### src/rtl/mem_port_arbiter.sv
// mem_port_arbiter: shares one variable-latency memory port between fetch and data.
// Define ARB_TIMEOUT_EN to abort accesses that see no mem_done within TIMEOUT cycles.
module mem_port_arbiter #(
  parameter int MAX_STARVE = 4,
  parameter int TIMEOUT    = 64
) (
  input  logic        clk,
  input  logic        rst,
  input  logic        if_req,
  input  logic [15:0] if_addr,
  output logic [15:0] if_rdata,
  output logic        if_done,
  output logic        if_stall,
  input  logic        dm_req,
  input  logic        dm_wr,
  input  logic [15:0] dm_addr,
  input  logic [15:0] dm_wdata,
  output logic [15:0] dm_rdata,
  output logic        dm_done,
  output logic        dm_stall,
  output logic        mem_en,
  output logic        mem_wr,
  output logic [15:0] mem_addr,
  output logic [15:0] mem_wdata,
  input  logic [15:0] mem_rdata,
  input  logic        mem_done,
  output logic        busy,
  output logic        err
);

  localparam int SW = $clog2(MAX_STARVE + 1);

  typedef enum logic [1:0] {
    IDLE,
    DATA,
    FETCH
  } state_t;

  state_t        state;
  state_t        state_nx;
  logic [SW-1:0] starve;
  logic          if_ok;
  logic          dm_ok;
  logic          pick_dm;
  logic          pick_if;
  logic          fin;
  logic          tmo;

  // a requester's req is ignored while its own done pulse is high
  assign if_ok   = if_req & ~if_done;
  assign dm_ok   = dm_req & ~dm_done;
  assign pick_dm = (state == IDLE) & dm_ok
                 & ~(if_ok & (starve == SW'(MAX_STARVE)));
  assign pick_if = (state == IDLE) & if_ok & ~pick_dm;
  assign fin     = (state != IDLE) & (mem_done | tmo);

  assign busy     = (state != IDLE);
  assign if_stall = if_req & ~if_done;
  assign dm_stall = dm_req & ~dm_done;

`ifdef ARB_TIMEOUT_EN
  localparam int TW = $clog2(TIMEOUT + 1);

  logic [TW-1:0] wait_cnt;

  always_ff @(posedge clk) begin
    if (rst || state == IDLE) wait_cnt <= '0;
    else                      wait_cnt <= wait_cnt + TW'(1);
  end

  assign tmo = (state != IDLE) & ~mem_done
             & (wait_cnt == TW'(TIMEOUT - 1));
`else
  // no watchdog: wait for mem_done forever
  assign tmo = 1'b0 & (TIMEOUT > 0);
`endif

  always_ff @(posedge clk) begin
    if (rst) state <= IDLE;
    else     state <= state_nx;
  end

  always_comb begin
    state_nx = state;
    unique case (state)
      IDLE: begin
        if (pick_dm && !dm_addr[0])      state_nx = DATA;
        else if (pick_if && !if_addr[0]) state_nx = FETCH;
      end
      DATA, FETCH: begin
        if (fin) state_nx = IDLE;
      end
      default: state_nx = IDLE;
    endcase
  end

  always_ff @(posedge clk) begin
    if (rst) begin
      starve    <= '0;
      mem_en    <= 1'b0;
      mem_wr    <= 1'b0;
      mem_addr  <= '0;
      mem_wdata <= '0;
      if_done   <= 1'b0;
      dm_done   <= 1'b0;
      if_rdata  <= '0;
      dm_rdata  <= '0;
      err       <= 1'b0;
    end else begin
      if_done <= 1'b0;
      dm_done <= 1'b0;
      if (state == IDLE) begin
        if (!if_req || pick_if)
          starve <= '0;
        else if (pick_dm && starve != SW'(MAX_STARVE))
          starve <= starve + SW'(1);
      end
      // unaligned winners never reach memory
      if (pick_dm) begin
        if (dm_addr[0]) begin
          err      <= 1'b1;
          dm_done  <= 1'b1;
          dm_rdata <= '0;
        end else begin
          mem_en    <= 1'b1;
          mem_wr    <= dm_wr;
          mem_addr  <= dm_addr;
          mem_wdata <= dm_wdata;
        end
      end else if (pick_if) begin
        if (if_addr[0]) begin
          err      <= 1'b1;
          if_done  <= 1'b1;
          if_rdata <= '0;
        end else begin
          mem_en    <= 1'b1;
          mem_wr    <= 1'b0;
          mem_addr  <= if_addr;
          mem_wdata <= '0;
        end
      end
      if (fin) begin
        mem_en <= 1'b0;
        mem_wr <= 1'b0;
        if (tmo) err <= 1'b1;
        if (state == DATA) begin
          dm_done  <= 1'b1;
          dm_rdata <= (tmo || mem_wr) ? '0 : mem_rdata;
        end else begin
          if_done  <= 1'b1;
          if_rdata <= tmo ? '0 : mem_rdata;
        end
      end
    end
  end

endmodule

### config.mk
export PLATFORM = sky130hd
export DESIGN_NAME = mem_port_arbiter
export DESIGN_NICKNAME = d
export VERILOG_FILES = /design/src/rtl/mem_port_arbiter.sv
export SDC_FILE = /design/constraint.sdc
export NUM_CORES = 1
export LEC_CHECK = 0
export BUFFER_PORTS_ARGS = -buffer_cell sky130_fd_sc_hd__clkbuf_2
export CORE_MARGIN = 1
export CORE_UTILIZATION = 50
export CTS_CLUSTER_SIZE = 10
export DETAILED_ROUTE_END_ITERATION = 7
export GPL_TIMING_DRIVEN = 0
export PLACE_DENSITY = 0.86
export SETUP_SLACK_MARGIN = 0.05
export SYNTH_ARGS = -nofsm -noshare
export SYNTH_HDL_FRONTEND = slang
export SYNTH_SLANG_ARGS = --single-unit
### constraint.sdc
create_clock -name clk -period 5.5 [get_ports clk]
set_input_delay 1.65 -clock clk [delete_from_list [all_inputs] [get_ports clk]]
set_output_delay 1.65 -clock clk [all_outputs]
set_load 0.005 [all_outputs]
# Word level (Yosys, flattened, before mapping)
# Index checks and enable logic that the tools add are counted.
# classes
n_addsub	1
n_eq_ne	9
mux	45
n_bitwise	12
reduce_logical	18
# ops
operator	n
$mux W16	18
$mux W1	21
$and A1 B1 Y1	8
$reduce_bool A2 Y1	4
$mux W2	3
$mux W3	2
$ne A2 B2 Y1 const B	3
$reduce_and A3 Y1	2
$not A1 Y1	4
$pmux W2 S2	1
$reduce_and A2 Y1	2
$reduce_or A2 Y1	2
$add A3 B1 Y3 const B	1
$eq A3 B3 Y1 const B	1
$logic_and A1 B1 Y1	3
$logic_not A1 Y1	3
$ne A3 B1 Y1 const B	1
$ne A3 B3 Y1 const B	1
$eq A2 B1 Y1 const B	1
$eq A2 B2 Y1 const B	1
$logic_not A2 Y1	1
$ne A2 B1 Y1 const B	1
$logic_or A1 B1 Y1	1
# totals
regBits	74
in_bits	70

# Longest topological paths before layout
# Gate-level depths: netlist of run 1.
# depth
ltp_word	11
ltp_mapped	9

# Worst setup path before layout of run 1
# Ideal clock, no wire load.
# synth_timing
kind	input -> output
from	input port dm_req
to	output port dm_stall
arrival_time_ps	1880
path_slack_ps	1970
path_stages	2
path_buffers	0
cell_sequence	nand2b_1 inv_1
# synth_between
elab_chain_len	1
# synth_lines
item	line	text
start: declaration	14	input logic dm_req,
$and A1 B1 Y1	59	assign dm_stall = dm_req & ~dm_done;
end: declaration	20	output logic dm_stall,
# No other way between the ends.

# Worst setup path after layout of run 1
# Ends and elaborated chain as after synthesis.

==> flow_metrics.env, run 1 <==
export IMPL_status="finished, final reports clean"
export IMPL_diodes=0
export IMPL_critPathTopFamily="buffers and inverters"
export IMPL_grtUsageTotal_pct=25.7
export IMPL_hold_path_class="reg2reg"
export IMPL_htreeDepth=3
export IMPL_r2r_setup_slack_ns=3.43
export IMPL_async_flop_share_pct=0
export IMPL_hold_viol=0
export IMPL_layout_setup_ws_ns=1.68
export IMPL_place_congestion=0.838
export IMPL_worstHoldStart="mem_wdata[10]"
export IMPL_powerDensity_mw_per_mm2=325
export IMPL_ir_drop_v=0.000214
export IMPL_via_count=3001
export IMPL_grt_overflow=0
export IMPL_worstSkewPairLatency_ns=0.34
export IMPL_critPathMostFrequentCell="clkbuf_2"
export IMPL_nFillCells=472
export IMPL_root_buffer="clkbuf_8"
export IMPL_setup_viol=0
export IMPL_avgRoutedWirePerCell_um=14.9
export IMPL_post_cts_buffers=0
export IMPL_viasPerCell=5.54
export IMPL_dieArea_mm2=0.00641
export IMPL_synth_edf_count=0
export IMPL_relSlewSlack_pct=48.1
export IMPL_cts_tree="done"
export IMPL_cts_resized_gates=0
export IMPL_first_pass_iters=5
export IMPL_hold_path_cell_count=2
export IMPL_worst_hold_slack_ns=0.465
export IMPL_synth_distinct_cells=46
export IMPL_die_h_um=80.0
export IMPL_cts_max_path_buffers=2
export IMPL_crit_end="dm_stall"
export IMPL_io_pins=142
export IMPL_yosysTopAreaCell="dfxtp_1"
export IMPL_fmax_mhz=262
export IMPL_nets=536
export IMPL_drt_wl_total_um=8060
export IMPL_crit_slowest_cell="nand2b_1"
export IMPL_path_cells="clkbuf_2 > nand2b_1 > inv_1 > clkbuf_2"
export IMPL_place_ws_ns=1.69
export IMPL_ant_nets=0
export IMPL_io_buffers=139
export IMPL_numClockSinks=73
export IMPL_layout_drive_gt1_share_pct=40.9
export IMPL_start_kind="input port"
export IMPL_first_iter_violations=106
export IMPL_final_area_mm2=0.00405
export IMPL_dpl_cell_area_mm2=0.00383
export IMPL_syn_to_final_growth_pct=33.0
export IMPL_cts_hold_buf=0
export IMPL_crit_type="in2out"
export IMPL_crit_start="dm_req"
export IMPL_grt_max_degree=14
export IMPL_critical_path_endpoint_type="output pin"
export IMPL_reg2reg_depth=7
export IMPL_cp_arrival_ns=2.17
export IMPL_yosys_warnings=0
export IMPL_drv_cap=0
export IMPL_antenna_found_initial=0
export IMPL_tightest_slew_ns=0.773
export IMPL_synthCells=312
export IMPL_grt_pass1_wl_um=12700
export IMPL_fin_crit_sh_pct=69.5
export IMPL_reg2reg_from="state[0]"
export IMPL_r2r_end="if_rdata[9]"
export IMPL_rows=28
export IMPL_grt_pass1_vias=2795
export IMPL_ys_seq_area_share_pct=48.0
export IMPL_yosys_top_cells_area="dfxtp_1 48%, a22o_1 8.3%, nand2_1 4.8%"
export IMPL_cp_data_required_time_ns=3.85
export IMPL_post_route_min_period_ns=3.82
export IMPL_numCtsBuffers=9
export IMPL_ys_seq_elements=73
export IMPL_hpwl_um=6010
export IMPL_synth_top_flop_cell="dfxtp_1"
export IMPL_synth_top_area_share_pct=48.0
export IMPL_crit_buf_inv=3
export IMPL_start_util_pct=51.7
export IMPL_drcViolationCount=0
export IMPL_syn_avg_cell_area_um2=9.76
export IMPL_critPathMaxStageDelay_ns=0.18
export IMPL_cp_depth=4
export IMPL_cp_max_fo=3
export IMPL_synthesis_area_mm2=0.00305
export IMPL_tns_ns=0
export IMPL_p_leak_nw=1.88
export IMPL_clk_pin_slew_worst_paths_ns=0.08
export IMPL_rsz0062_at_grt="no"
export IMPL_syn_nets=386
export IMPL_core_mm2=0.00589
export IMPL_fin_skew_ns=0.0120
export IMPL_slew_violations=0
export IMPL_die_w_um=80.0
layer usage:
layer | global-route usage [%] | wire length (um) | vias to the layer above | share of wire [%]
li1 | - | - | 1458 | -
met1 | 29.3 | 3400 | 1383 | 42
met2 | 43.8 | 3850 | 144 | 48
met3 | 7.66 | 662 | 16 | 8.2
met4 | 12.5 | 144 | 0 | 1.8
met5 | 0 | 0 | - | 0
worst min path at each step:
stage	endpoint	slack, ns
2_1_floorplan	mem_wdata[0]	0.46
3_3_place_gp	mem_en	0.45
3_5_place_dp	if_rdata[7]	0.45
4_1_cts	mem_wdata[10]	0.47
5_1_grt	mem_wdata[9]	0.49
6_report	mem_wdata[10]	0.47
synthesized netlist by cell type, types with 2 or more instances:
library cell	number
a311oi_1	15
a211oi_1	3
ha_1	4
dfxtp_1	73
a22o_1	29
nor3_1	17
clkbuf_1	5
nand2_1	39
nand3_1	22
a22o_2	3
o211ai_1	17
and3b_1	2
inv_1	7
buf_6	5
buf_2	10
nor2_1	4
a21oi_1	23
buf_4	6
cell usage in the layout, fill, tap and decap left out, types with 2 or more instances in the layout:
| master | count |
|---|---|
| a211oi_1 | 3 |
| a21oi_1 | 23 |
| a22o_1 | 29 |
| a22o_2 | 3 |
| a311oi_1 | 15 |
| and3b_1 | 2 |
| buf_2 | 10 |
| buf_4 | 6 |
| buf_6 | 5 |
| bufinv_16 | 2 |
| clkbuf_1 | 5 |
| clkbuf_2 | 139 |
| clkbuf_8 | 9 |
| clkinv_2 | 3 |
| dfxtp_1 | 73 |
| ha_1 | 4 |
| inv_1 | 7 |
| nand2_1 | 39 |
| nand3_1 | 22 |
| nor2_1 | 4 |
| nor3_1 | 17 |
| o211ai_1 | 17 |
cells by family (layout without fill, tap and decap cells):
| group | Yosys count | count (layout) | share of synthesized area, % |
|---|---|---|---|
| AO/OA/AOI/OAI | 100 | 100 | 27.0 |
| AND/OR/NAND/NOR | 98 | 98 | 16.3 |
| flip-flops | 73 | 73 | 48.0 |
| buffers and inverters | 35 | 190 | 6.70 |
| adder cells (fa/ha/maj) | 4 | 4 | 1.64 |
| other | 1 | 1 | 0.123 |
| multiplexers | 1 | 1 | 0.329 |
flip-flops by register name (all words and copies together) (netlist names), 2 cells and up:
register   flops
dm_rdata      16
if_rdata      16
mem_addr      15
mem_wdata     16
starve         3
state          2
layout make-up:
type                            instances  area [um^2]  share of cell area, %
Timing Repair Buffer                  139          696                   17.2
Tap cell                               75         93.8                   2.32
Clock inverter                          7         92.6                   2.29
Multi-Input combinational cell        204         1380                   34.1
Clock buffer                            9          124                   3.06
Buffer                                 27          174                   4.29
Sequential cell                        73         1460                   36.1
Inverter                                8         30.0                  0.741
power by group:
group / internal (mW) / switching [mW] / total (mW)
sequential: 0.567 / 0.0218 / 0.588
clock: 0.255 / 0.199 / 0.454
combinational: 0.121 / 0.152 / 0.272
total: 0.942 / 0.373 / 1.31
worst min-delay path: stages (launching register included):
cell and delay [ns]:
dfxtp_1 0.31, nand3_1 0.06, a21oi_1 0.05
stage by stage:
| step | utilization (%) | instances | total power [mW] |
|---|---|---|---|
| CTS | 68.8 | 542 | 1.32 |
| finish | 68.8 | 542 | 1.31 |
| detailed placement | 65.2 | 526 | 0.871 |
| global route | 68.8 | 542 | 1.38 |
| global placement | 65.2 | 526 | 0.860 |
| floorplan | - | 312 | 0.763 |
Power figures use the tool's default switching activity.
==> run 2: changes to the inputs <==
--- a/config.mk
+++ b/config.mk
@@ -5,13 +5,14 @@
 export SDC_FILE = /design/constraint.sdc
 export NUM_CORES = 1
 export LEC_CHECK = 0
+export ABC_AREA = 1
 export BUFFER_PORTS_ARGS = -buffer_cell sky130_fd_sc_hd__clkbuf_2
 export CORE_MARGIN = 1
-export CORE_UTILIZATION = 50
+export CORE_UTILIZATION = 48
 export CTS_CLUSTER_SIZE = 10
 export DETAILED_ROUTE_END_ITERATION = 7
 export GPL_TIMING_DRIVEN = 0
-export PLACE_DENSITY = 0.86
+export PLACE_DENSITY = 0.81
 export SETUP_SLACK_MARGIN = 0.05
 export SYNTH_ARGS = -nofsm -noshare
 export SYNTH_HDL_FRONTEND = slang
==> constraint.sdc (replaced) <==
create_clock -name clk -period 3.6 [get_ports clk]
set_input_delay 1.08 -clock clk [delete_from_list [all_inputs] [get_ports clk]]
set_output_delay 1.08 -clock clk [all_outputs]
set_load 0.005 [all_outputs]
==> run 2 against run 1 <==
Worst hold slack worse by 0.0042 ns. Die area is 15% higher. Largest power group is now combinational logic. First-iteration DRC count is 65% higher. Sequential power is 73% higher. Largest cell class is now multi-input gates. Utilization is 4.4 points lower. Power is 120% higher. Combinational power grew to 4.6 times the previous value. Flip-flop and latch count stayed put. Sequential share of layout area is 2.7 points lower. Non-clock buffer count is 2 higher.
==> flow_metrics.env, run 2 <==
export IMPL_synth_edf_count=0
export IMPL_first_pass_iters=5
export IMPL_r2r_end="if_rdata[13]"
export IMPL_synthesis_area_mm2=0.00338
export IMPL_cts_hold_buf=0
export IMPL_ys_seq_elements=73
export IMPL_p_comb_share_pct=43.7
export IMPL_yosysTopAreaCell="dfxtp_1"
export IMPL_layout_drive_gt1_share_pct=28.6
export IMPL_cp_data_required_time_ns=2.52
export IMPL_nets=713
export IMPL_core_mm2=0.00679
export IMPL_crit_end="if_stall"
export IMPL_fin_skew_ns=0.00720
export IMPL_first_iter_violations=175
export IMPL_tns_ns=0
export IMPL_syn_to_final_growth_pct=29.5
export IMPL_switching_share_pct=40.8
export IMPL_crit_type="in2out"
export IMPL_layout_common_cells="150 x nand2_1, 139 x clkbuf_2, 73 x dfxtp_1"
export IMPL_slew_violations=0
export IMPL_cts_resized_gates=0
export IMPL_synth_top_area_share_pct=43.3
export IMPL_drcViolationCount=0
export IMPL_antenna_found_initial=0
export IMPL_internal_power_mw=1.71
export IMPL_status="finished, final reports clean"
export IMPL_p_leak_nw=2.24
export IMPL_avgRoutedWirePerCell_um=12.2
export IMPL_crit_start="if_req"
export IMPL_syn_avg_cell_area_um2=6.91
export IMPL_cp_arrival_ns=1.56
export IMPL_rsz0062_at_grt="no"
export IMPL_io_buffers=139
export IMPL_hold_viol=0
export IMPL_dieArea_mm2=0.00738
export IMPL_cts_tree="done"
export IMPL_worst_hold_slack_ns=0.461
export IMPL_root_buffer="clkbuf_8"
export IMPL_netlist_top_cells_count="150 x nand2_1, 73 x dfxtp_1, 55 x nor2_1, 52 x a21oi_1, 48 x inv_1"
export IMPL_reg2reg_from="state[0]"
export IMPL_cp_max_fo=6
export IMPL_setup_viol=0
export IMPL_htreeDepth=3
export IMPL_ys_seq_area_share_pct=43.3
export IMPL_hold_path_class="reg2reg"
export IMPL_io_pins=142
export IMPL_grt_pass1_vias=3131
export IMPL_die_w_um=85.9
export IMPL_pwr_share_clk_pct=20.7
export IMPL_final_common_cell="nand2_1"
export IMPL_synth_distinct_cells=23
export IMPL_reg2reg_depth=12
export IMPL_grt_max_degree=12
export IMPL_syn_nets=563
export IMPL_yosys_top_cells_area="dfxtp_1 43%, nand2_1 17%, a21oi_1 7.7%"
export IMPL_viasPerCell=4.93
export IMPL_via_count=3641
export IMPL_grtUsageTotal_pct=25.1
export IMPL_critical_path_endpoint_type="output pin"
export IMPL_tightest_slew_ns=0.565
export IMPL_ant_nets=0
export IMPL_clk_pin_slew_worst_paths_ns=0.07
export IMPL_place_congestion=0.833
export IMPL_worstSkewPairLatency_ns=0.34
export IMPL_seqPwrFrac_pct=35.6
export IMPL_numClockSinks=73
export IMPL_cts_max_path_buffers=2
export IMPL_diodes=0
export IMPL_async_flop_share_pct=0
export IMPL_p_switching_mw=1.17
export IMPL_yosysMostFrequentCell="nand2_1"
export IMPL_start_kind="input port"
export IMPL_grt_overflow=0
export IMPL_r2r_setup_slack_ns=1.56
export IMPL_grt_pass1_wl_um=14600
export IMPL_drt_wl_total_um=9020
export IMPL_numCtsBuffers=9
export IMPL_fin_crit_sh_pct=73.4
export IMPL_hpwl_um=6630
export IMPL_fmax_mhz=379
export IMPL_synthCells=489
export IMPL_drv_cap=0
export IMPL_relSlewSlack_pct=62.3
export IMPL_start_util_pct=49.7
export IMPL_yosys_warnings=0
export IMPL_rows=30
export IMPL_top_regs="dm_rdata x16, if_rdata x16, mem_wdata x16"
export IMPL_post_cts_buffers=0
export IMPL_powerDensity_mw_per_mm2=658
export IMPL_ir_drop_v=0.000361
export IMPL_post_route_min_period_ns=2.64
export IMPL_die_h_um=85.9
export IMPL_synth_top_flop_cell="dfxtp_1"
## run 2: stage by stage
step | instance area, um^2 | power (mW) | setup WS (ns) | instances | utilization, %
global placement | 4190 | 2.26 | 0.969 | 724 | 61.7
CTS | 4380 | 2.89 | 0.962 | 739 | 64.4
detailed placement | 4190 | 2.30 | 0.964 | 724 | 61.7
floorplan | 3380 | 1.90 | 1.21 | 489 | -
global route | 4380 | 3.11 | 0.934 | 739 | 64.4
finish | 4380 | 2.88 | 0.959 | 739 | 64.4
## run 2: power by group through the flow
stage          Clock [mW]  Sequential, mW  Combinational (mW)
2_1_floorplan           0            1.05               0.854
3_3_place_gp            0            1.03                1.23
3_5_place_dp            0            1.04                1.26
4_1_cts             0.604            1.02                1.26
5_1_grt             0.638            1.04                1.43
6_report            0.595            1.02                1.26
## run 2: logic make-up (layout without fill, tap and decap cells)
family	Yosys count	after routing	synth area share (%)
and+or+nand+nor	271	271	36.0
buffers and inverters	84	238	10.8
DFF	73	73	43.3
AOI/OAI and AO/OA	56	56	8.41
adders and majority gates	4	4	1.48
other	1	1	0.111
## run 2: how the worst min path moves through the flow
stage,from,cells past startpoint,end
4_1_cts,mem_en,2,mem_en
2_1_floorplan,mem_en,2,mem_en
3_5_place_dp,dm_rdata[10],2,dm_rdata[10]
3_3_place_gp,err,2,err
6_report,mem_en,2,mem_en
5_1_grt,dm_rdata[6],2,dm_rdata[6]
## run 2: layout make-up
cell class | instances | area (um^2)
Fill cell | 624 | 2420
Buffer | 29 | 158
Multi-Input combinational cell | 332 | 1550
Clock buffer | 13 | 169
Timing Repair Buffer | 139 | 696
Inverter | 55 | 206
Sequential cell | 73 | 1460
Clock inverter | 2 | 12.5
Tap cell | 96 | 120
## run 2: per-layer routing
layer / GRT usage, % / vias to the layer above / share of wire (%)
li1: - / 1845 / -
met1: 32.1 / 1647 / 45
met2: 40.1 / 134 / 46
met3: 6.35 / 15 / 7.1
met4: 10.8 / 0 / 2.1
met5: 0 / - / 0
## run 2: worst max-delay path: stages
cell,delay (ns)
clkbuf_2,0.15
inv_2,0.06
nor2_4,0.13
clkbuf_2,0.14
